<file path="src/rtl/ram_master_ctrl.sv">
// Command-driven master for a single-port RAM: single-word WRITE/READ plus
// whole-array FILL (seed+i) and SUM sweeps, each ending in a one-cycle response.
module ram_master_ctrl #(
    parameter int ADDR_W = 4,
    parameter int DATA_W = 8
) (
    input  logic              clk,
    input  logic              rst,
    input  logic              cmd_valid,
    output logic              cmd_ready,
    input  logic [1:0]        cmd_op,
    input  logic [ADDR_W-1:0] cmd_addr,
    input  logic [DATA_W-1:0] cmd_data,
    output logic              rsp_valid,
    output logic [DATA_W-1:0] rsp_data,
    output logic              busy,
    output logic [ADDR_W-1:0] mem_addr,
    output logic [DATA_W-1:0] mem_data_in,
    output logic              mem_we,
    input  logic [DATA_W-1:0] mem_data_out,
    output logic [2:0]        dbg_state
);

    // Handshake: a command is accepted at a posedge where cmd_valid & cmd_ready;
    // cmd_ready is only offered in IDLE outside reset. Responses have no ready.

    typedef enum logic [2:0] {
        S_IDLE  = 3'd0,
        S_WRITE = 3'd1,
        S_READ  = 3'd2,
        S_FILL  = 3'd3,
        S_SUM   = 3'd4,
        S_RESP  = 3'd5
    } state_t;

    state_t            state, state_n;
    logic [ADDR_W-1:0] addr_q;
    logic [DATA_W-1:0] data_q;
    logic [DATA_W-1:0] acc_q;
    logic [DATA_W-1:0] rsp_q;
    logic [3:0]        idx_q;
    logic              hs;
    logic              last_idx;

    assign hs        = cmd_valid & cmd_ready;
    assign last_idx  = (idx_q == 4'hF);
    assign busy      = (state != S_IDLE);
    assign dbg_state = state;

    always_comb begin
        state_n     = state;
        cmd_ready   = 1'b0;
        rsp_valid   = 1'b0;
        rsp_data    = '0;
        mem_addr    = '0;
        mem_data_in = '0;
        mem_we      = 1'b0;
        case (state)
            S_IDLE: begin
                cmd_ready = !rst;
                if (cmd_valid && !rst) begin
                    case (cmd_op)
                        2'b00:   state_n = S_WRITE;
                        2'b01:   state_n = S_READ;
                        2'b10:   state_n = S_FILL;
                        default: state_n = S_SUM;
                    endcase
                end
            end
            S_WRITE: begin
                mem_addr    = addr_q;
                mem_data_in = data_q;
                mem_we      = !rst;
                state_n     = S_RESP;
            end
            S_READ: begin
                mem_addr = addr_q;
                state_n  = S_RESP;
            end
            S_FILL: begin
                mem_addr    = ADDR_W'(idx_q);
                mem_data_in = data_q + DATA_W'(idx_q);
                mem_we      = !rst;
                if (last_idx) state_n = S_RESP;
            end
            S_SUM: begin
                mem_addr = ADDR_W'(idx_q);
                if (last_idx) state_n = S_RESP;
            end
            S_RESP: begin
                rsp_valid = 1'b1;
                rsp_data  = rsp_q;
                state_n   = S_IDLE;
            end
            default: state_n = S_IDLE;
        endcase
    end

    always_ff @(posedge clk) begin
        if (rst) begin
            state  <= S_IDLE;
            addr_q <= '0;
            data_q <= '0;
            acc_q  <= '0;
            rsp_q  <= '0;
            idx_q  <= '0;
        end else begin
            state <= state_n;
            if (hs) begin
                addr_q <= cmd_addr;
                data_q <= cmd_data;
                idx_q  <= '0;
                acc_q  <= '0;
            end
            case (state)
                S_WRITE: rsp_q <= data_q;
                S_READ:  rsp_q <= mem_data_out;
                S_FILL: begin
                    idx_q <= idx_q + 4'd1;
                    if (last_idx) rsp_q <= data_q;
                end
                S_SUM: begin
                    idx_q <= idx_q + 4'd1;
                    acc_q <= acc_q + mem_data_out;
                    // Final word folds straight into the response register.
                    if (last_idx) rsp_q <= acc_q + mem_data_out;
                end
                default: ;
            endcase
        end
    end

endmodule

</file>
<file path="config.mk">
export PLATFORM = sky130hd
export DESIGN_NAME = ram_master_ctrl
export DESIGN_NICKNAME = d
export VERILOG_FILES = /design/src/rtl/ram_master_ctrl.sv
export SDC_FILE = /design/constraint.sdc
export NUM_CORES = 1
export LEC_CHECK = 0
export BUFFER_PORTS_ARGS = -buffer_cell sky130_fd_sc_hd__clkbuf_2
export CORE_MARGIN = 1
export CORE_UTILIZATION = 45
export DETAILED_ROUTE_END_ITERATION = 12
export PLACE_DENSITY = 0.72
export SYNTH_ARGS = -nofsm -noshare
export SYNTH_HDL_FRONTEND = slang
export SYNTH_SLANG_ARGS = --single-unit
</file>
<file path="constraint.sdc">
create_clock -name clk -period 6 [get_ports clk]
set_input_delay 0.6 -clock clk [delete_from_list [all_inputs] [get_ports clk]]
set_output_delay 0.6 -clock clk [all_outputs]
set_load 0.02 [all_outputs]
</file>
==> Word-level counts from Yosys, hierarchy flattened <==
Index checks and enable logic that the tools add are counted.
{ "op_classes": {"n_reduce_logical": 13, "mux": 17, "bitwise_logic": 1, "n_addsub": 3, "eq_ne": 12} }
{ "ops": {"columns": ["operator", "n"], "rows": [
  ["2-to-1 mux 8 bit", 5],
  ["one-hot mux 8 bit (4 select lines)", 1],
  ["one-hot mux 3 bit (3 select lines)", 2],
  ["one-hot mux 8 bit (2 select lines)", 1],
  ["adder 8 x 4 -> 8 bit", 1],
  ["adder 8 bit", 1],
  ["2-to-1 mux 4 bit", 2],
  ["one-hot mux 4 bit (2 select lines)", 1],
  ["equality test 3 x 2 -> 1 bit (second input constant)", 2],
  ["equality test 3 bit (second input constant)", 2],
  ["2-to-1 mux 3 bit", 2],
  ["inequality test 2 bit (second input constant)", 3],
  ["OR reduction 2 bit", 3],
  ["adder 4 x 1 -> 4 bit (second input constant)", 1],
  ["equality test 4 bit (second input constant)", 1],
  ["nonzero test 2 bit", 2],
  ["nonzero test 4 bit", 1],
  ["equality test 3 x 1 -> 1 bit (second input constant)", 1],
  ["logical NOT 3 bit", 1],
  ["2-to-1 mux 1 bit", 3],
  ["AND reduction 3 bit", 1],
  ["nonzero test 3 bit", 1],
  ["equality test 2 x 1 -> 1 bit (second input constant)", 1],
  ["equality test 2 bit (second input constant)", 1],
  ["6 further kinds", 6]
]} }
{ "totals": {"output_inout_bits": 27, "elab_cells": 52, "input_bits": 25, "reg_bits": 35} }

==> Longest topological paths before layout <==
Gate-level depths: netlist (run 1).
{ "depth": {"word_depth": 5, "ltp_mapped": 8, "mapped_depth_nobuf": 8} }

==> Worst setup path before layout (run 1) <==
No wires, ideal clock.
{ "synth_timing": {"path_kind": "register to output", "start": "register idx_q[0]", "end": "output mem_data_in[6]", "stages_incl_launch_ff": 9, "required_ns": 5.400, "path_buffers": 0, "path_slack_ns": 3.527, "arrival_time_ns": 1.873, "cell_sequence": "dfxtp_1 ha_1 inv_1 fa_1 nor2b_1 o21ai_0 a211oi_1 xnor2_1 nor2_1"} }
{ "synth_between": {"elab_chain_len": 2} }
{ "synth_rtl": {"columns": ["item", "line", "source"], "rows": [
  ["start, declared", "41", "logic [3:0] idx_q;"],
  ["start signal, assigned", "119", "idx_q <= idx_q + 4'd1;"],
  ["start signal, assigned", "123", "idx_q <= idx_q + 4'd1;"],
  ["adder 8 x 4 -> 8 bit", "82", "mem_data_in = data_q + DATA_W'(idx_q);"],
  ["one-hot mux 8 bit (2 select lines)", "58", "case (state)"],
  ["end, declared", "18", "output logic [DATA_W-1:0] mem_data_in,"]
]} }
No other way between the ends.

==> Worst setup path after layout (run 1) <==
{ "layout_timing": {"start": "register state[2], in the netlist dbg_state[2]", "end": "output mem_addr[0]"} }
{ "layout_between": {"elab_chain_len": 3, "elab_cells_between_ends": 7, "classes_between": "eq/ne: 4; mux: 1; reduce/logical: 2"} }
{ "layout_rtl": {"columns": ["item", "line", "source"], "rows": [
  ["start, declared", "36", "state_t state, state_n;"],
  ["start signal, assigned", "108", "state <= state_n;"],
  ["equality test 3 bit, or another cell as far along", "58", null],
  ["OR reduction 2 bit (no line)", null, null],
  ["one-hot mux 4 bit (2 select lines) (*)", "58", null],
  ["end, declared", "17", "output logic [ADDR_W-1:0] mem_addr,"]
]} }
Mark *: on every way between the ends. The rest lies on a longest branch, timed or not.

==> results of run 1 <==
## power groups by stage
stage	combinational [W]	clock, W	sequential (W)
after global routing	0.000234	0.000237	0.000298
after detailed placement	0.000207	0	0.000298
after floorplan	0.000171	0	0.000283
final	0.000211	0.000222	0.000293
after CTS	0.000209	0.000226	0.000293
after global placement	0.000204	0	0.000296
## cell type report
class	instances	area, um^2
Clock buffer	6	82.58
Clock inverter	2	35.03
Fill cell	533	2386
Inverter	17	63.81
Multi-Input combinational cell	255	1627
Sequential cell	35	700.7
Tap cell	70	87.58
Timing Repair Buffer	51	255.2
## cell families (layout without fill, tap and decap cells)
| logic type | Yosys count | after routing | synth area share |
|---|---|---|---|
| xor gates and xnor gates | 6 | 6 | 0.02106 |
| AOI/OAI and AO/OA | 96 | 96 | 0.2633 |
| adders and majority gates | 17 | 17 | 0.09127 |
| buffers and inverters | 35 | 76 | 0.06720 |
| DFF | 35 | 35 | 0.2808 |
| and+or+nand+nor | 132 | 132 | 0.2598 |
| muxes | 4 | 4 | 0.01655 |
## registers in the layout, summed over array words and instances (netlist names)
name and cells:
addr_q 4, acc_q 8, idx_q 4, data_q 8
dbg_state 3, rsp_q 8
## metrics by stage
stage | total power (W) | utilization | cell area (um^2)
CTS | 0.0007274 | 0.5444 | 2851
global route | 0.0007691 | 0.5444 | 2851
floorplan | 0.0004541 | - | 2495
finish | 0.0007264 | 0.5444 | 2851
detailed placement | 0.0005048 | 0.5220 | 2734
global placement | 0.0005002 | 0.5220 | 2734
## worst reg2reg max path, delay by kind of cell, from the launching register on
kind	cells	cell delay (ns)
compound gates	3	0.59
flops	1	0.91
simple gates	2	1.08
## worst paths after layout
check / start / end / slack [ns] / depth (start not counted)
worst min-delay path: addr_q[0] / addr_q[0] / 0.46 / 2
worst max register to register: dbg_state[2] / rsp_q[6] / 3.33 / 5
worst min register to register: addr_q[0] / addr_q[0] / 0.46 / 2
worst max-delay path: dbg_state[2] / mem_addr[0] / 2.85 / 4
## Yosys cell counts, types with 2 or more instances
cell / n
a211oi_2: 2
a31oi_1: 3
buf_1: 2
ha_1: 15
dfxtp_1: 35
a22oi_1: 8
a211oi_1: 9
nor2_1: 29
o211ai_1: 2
o2111ai_1: 2
inv_1: 16
nand3_1: 19
nor2b_1: 8
mux2i_1: 3
o21a_1: 3
o221ai_1: 3
and2_1: 12
nand2b_1: 2
buf_2: 8
a21o_1: 6
o21ai_1: 4
o21ai_0: 12
o22ai_1: 4
clkbuf_1: 4
o31ai_1: 2
nor3_1: 4
a21oi_1: 25
nand2_1: 42
and3_1: 4
buf_6: 3
or3_1: 2
fa_1: 2
xnor2_1: 5
## metal layers
metal | vias up | global-route usage
met5 | - | 0
met4 | 0 | 0.06538
met3 | 9 | 0.04311
met2 | 79 | 0.3766
met1 | 1150 | 0.3173
li1 | 1247 | -
==> metrics.csv, run 1 <==
metric,value,unit
min_period,3.146,ns
yosysTopAreaCell,dfxtp_1,
cts.sinks,35,
gp_congestion,0.9629,
cts_resized,0,
cp_max_fo,28,
worst_path_max_delay_cell,nor3b_2,
hold_buffers,0,
drt_iter0_markers,188,
grt_pass1_wl,10.98,mm
synth_seq_area_share,0.2808,
syn_inst,325,
htreeDepth,2,
detail_route.wirelength,6.539,mm
netlist-cell-type-count,58,
drtPass1Iterations,4,
pwr-share-clk,0.306,
setup_violations,0,
worstSetupEndpointType,primary output,
final_common_cell,clkbuf_2,
cts_buffers,5,
instances_no_fill,436,
worstPathCellList,nor3b_2 > nand2_1 > o21ai_1 > clkbuf_2,
rsz0062_at_grt,false,
fin_hold_ws,0.4622,ns
syn2layout_area_growth,14.29,%
drive_above_1_share,0.1913,
hpwlAfterDp,4.880,mm
cts_buffer_depth,2,
die_y,76.46,um
finalCritPeriodShare,0.5244,
ir_drop,0.1594,mV
fin_nets,407,
num_rows,26,
synth_area,2495,um^2
top_layer,met4,
final_cell_mix,"51 x clkbuf_2, 42 x nand2_1, 35 x dfxtp_1, 29 x nor2_1, 25 x a21oi_1",
met3_length,373,um
wl_met2,3.008,mm
worst_setup_path_start_kind,register,
final_antenna_net_count,0,
avgSynthCellArea,7.677,um^2
grt.total_usage,0.2336,
grt_pass1_vias,2270,
cts_tree,built,
met1Wirelength,3.085,mm
yosysWarnings,0,
synth_edf_count,0,
min_path_type,reg2reg,
vias_per_cell,5.700,
crit_family,simple AND/OR/NAND/NOR gates,
syn-num-nets,367,
synth_top_area_frac,0.2808,
leakage,1.244,nW
cts_setup_buffers,0,
via_count,2485,
clk-insertion-delay-late,0.29,ns
setup_ws,2.854,ns
power_switching,0.0002525,W
io_pins,52,
critPathMaxStageDelay,0.92,ns
grt_antenna_before_repair,0,
ys_ff_latch,35,
power.density,254.8,nW/um^2
portBuffers,51,
cp.arrival,2.55,ns
worstMarginPinSlew,0.9813,ns
diodes,0,
fmax,0.3178,GHz
power_frac_comb,0.290,
p_int,0.0004739,W
cap_violations,0,
grt_overflow,0,
clkSlewWorstSetupHoldPaths,0.07,ns
worstPathRequired,5.40,ns
dieWidth,76.46,um
status,"finished, final reports clean",
initial_core_util,0.4763,
core-area,5238,um^2
async_flop_share,0,
crit_type,reg2out,
drc,0,
hold_viol_final,0,
max-slew-margin-rel,0.3429,
switching_share,0.3476,
place_ws,3.231,ns
grt_max_degree,29,
seq_power_share,0.404,
die-area,5846,um^2
slew_violations,0,
wire_per_inst,15.00,um
crit_buf_inv,1,
synth_flop_cell,dfxtp_1,
synth_area_leaders,"dfxtp_1 28%, ha_1 7.5%, nand2_1 6.3%",
dp_cells,428,
cts_root_buf,clkbuf_8,
setup_tns,0,ns
skew,0.003390,ns
Note: power is estimated with default switching activity, not from simulation.
==> inputs of run 2 (changes only) <==
==> constraint.sdc (replaced) <==
create_clock -name clk -period 3.1 [get_ports clk]
set_input_delay 0.31 -clock clk [delete_from_list [all_inputs] [get_ports clk]]
set_output_delay 0.31 -clock clk [all_outputs]
set_load 0.02 [all_outputs]
==> run 2 against run 1 <==
Via count up 2.5%. Final area up 0.18%. Sequential cell count unchanged. Critical path type unchanged. Critical endpoint is now mem_data_in[6]. Largest cell class unchanged. Largest power group unchanged.
==> metrics.csv, run 2 (synthesis gave the netlist of run 1 again) <==
metric,value,unit,change
drtPass1Iterations,5,,+1
grt_max_degree,27,,-6.9%
grt_overflow,0,,unchanged
dp_cells,431,,+0.70%
die-area,5846,um^2,unchanged
fin_area,2856,um^2,+0.18%
dieWidth,76.46,um,unchanged
min_path_type,in2reg,,
drive_above_1_share,0.1951,,+0.003865
met1Wirelength,3.109,mm,+0.78%
hold_viol_final,0,,unchanged
fill_cells,533,,unchanged
wl_met2,3.138,mm,+4.3%
final_antenna_net_count,0,,unchanged
diodes,0,,unchanged
vias_per_cell,5.800,,+1.8%
grt_antenna_before_repair,0,,unchanged
totalPowerFinal,0.001349,W,+86%
leakage,1.251,nW,+0.49%
num_rows,26,,unchanged
grt_pass1_vias,2316,,+2.0%
io_pins,52,,unchanged
cp_max_fo,7,,-75%
crit_type,reg2out,,
die_y,76.46,um,unchanged
core-area,5238,um^2,unchanged
syn2layout_area_growth,14.49,%,
postPlaceCellArea,2756,um^2,+0.82%
clk-insertion-delay-late,0.28,ns,about the same
grt.total_usage,0.2391,,+0.005476
detail_route.wirelength,6.713,mm,+2.7%
worstPathRequired,2.79,ns,-2.61 ns
cts_resized,0,,unchanged
cts_buffer_depth,2,,unchanged
grt_pass1_wl,11.22,mm,+2.2%
hold_buffers,0,,unchanged
rsz0062_at_grt,false,,
htreeDepth,2,,unchanged
cp.arrival,2.35,ns,-0.20 ns
cts_setup_buffers,0,,unchanged
clkSlewWorstSetupHoldPaths,0.07,ns,about the same
slew_violations,0,,unchanged
wire_per_inst,15.29,um,+2.0%
fmax,0.3765,GHz,
cap_violations,0,,unchanged
cts_buffers,5,,unchanged
power.density,472.1,nW/um^2,+85%
final_common_cell,clkbuf_2,,
worstSetupEndpointType,primary output,,
ir_drop,0.2285,mV,+43%
fin_hold_ws,0.2045,ns,-0.2578 ns
regArea,700.7,um^2,unchanged
min_period,2.656,ns,
instances_no_fill,439,,+0.69%
finalCritPeriodShare,0.8567,,
worst_setup_path_start_kind,register,,
initial_core_util,0.4763,,unchanged
fin_nets,410,,+0.74%
drc,0,,unchanged
setup_tns,0,ns,unchanged
skew,0.006151,ns,+0.002761 ns
setup_violations,0,,unchanged
max-slew-margin-rel,0.5740,,+0.2311
via_count,2546,,+2.5%
worstMarginPinSlew,0.6362,ns,-0.3452 ns
gp_congestion,0.8866,,-7.9%
largestRegisters,"acc_q: 8 flops, data_q: 8 flops, rsp_q: 8 flops",,
cts_root_buf,clkbuf_8,,
cts_tree,built,,
cts.sinks,35,,unchanged
drt_iter0_markers,224,,+19%
status,"finished, final reports clean",,
final_cell_mix,"51 x clkbuf_2, 42 x nand2_1, 35 x dfxtp_1, 29 x nor2_1, 25 x a21oi_1",,
met3_length,408,um,+9.4%
portBuffers,51,,unchanged
hpwlAfterDp,4.915,mm,+0.71%
multi_input_area,1627,um^2,unchanged
top_layer,met4,,
## run 2: where the power goes
part / leakage [nW] / switching, W / internal, W
clock network: 0.0515 / 0.000161 / 0.000203
registers: 0.286 / 0.0000574 / 0.000501
logic: 0.913 / 0.000265 / 0.000162
total: 1.25 / 0.000483 / 0.000865
## run 2: through the flow
stage               setup slack [ns]  utilization
floorplan                     0.9166            -
global placement              0.8381       0.5263
global route                  0.2377       0.5454
CTS                           0.4631       0.5454
detailed placement            0.7916       0.5263
finish                        0.4441       0.5454
## run 2: critical path: stages, from the launching register on
cell,delay (ns)
dfxtp_1,0.44
ha_1,0.21
inv_1,0.05
fa_1,0.38
nor2b_1,0.15
o21ai_0,0.13
a211oi_1,0.31
xnor2_1,0.10
nor2_1,0.12
clkbuf_2,0.19
## run 2: final timing paths
| path | start | end | slack, ns | cells past startpoint |
|---|---|---|---|---|
| setup reg to reg | dbg_state[1] | rsp_q[5] | 0.94 | 6 |
| hold / removal | cmd_addr[0] | addr_q[0] | 0.20 | 3 |
| setup / recovery | idx_q[0] | mem_data_in[6] | 0.44 | 9 |
| hold reg to reg | addr_q[2] | addr_q[2] | 0.46 | 2 |
## run 2: metal layers
layer / up-vias / global-route usage
met2: 94 / 0.4009
met3: 10 / 0.04311
li1: 1243 / -
met5: - / 0
met1: 1199 / 0.3176
met4: 0 / 0.05385
## run 2: cell type report
type | count | share of cell area
multi-input cells | 255 | 0.5694
well taps | 70 | 0.03066
clock buffers | 8 | 0.03504
repair buffers | 54 | 0.09724
flip-flops and latches | 35 | 0.2453
inverters | 17 | 0.02234
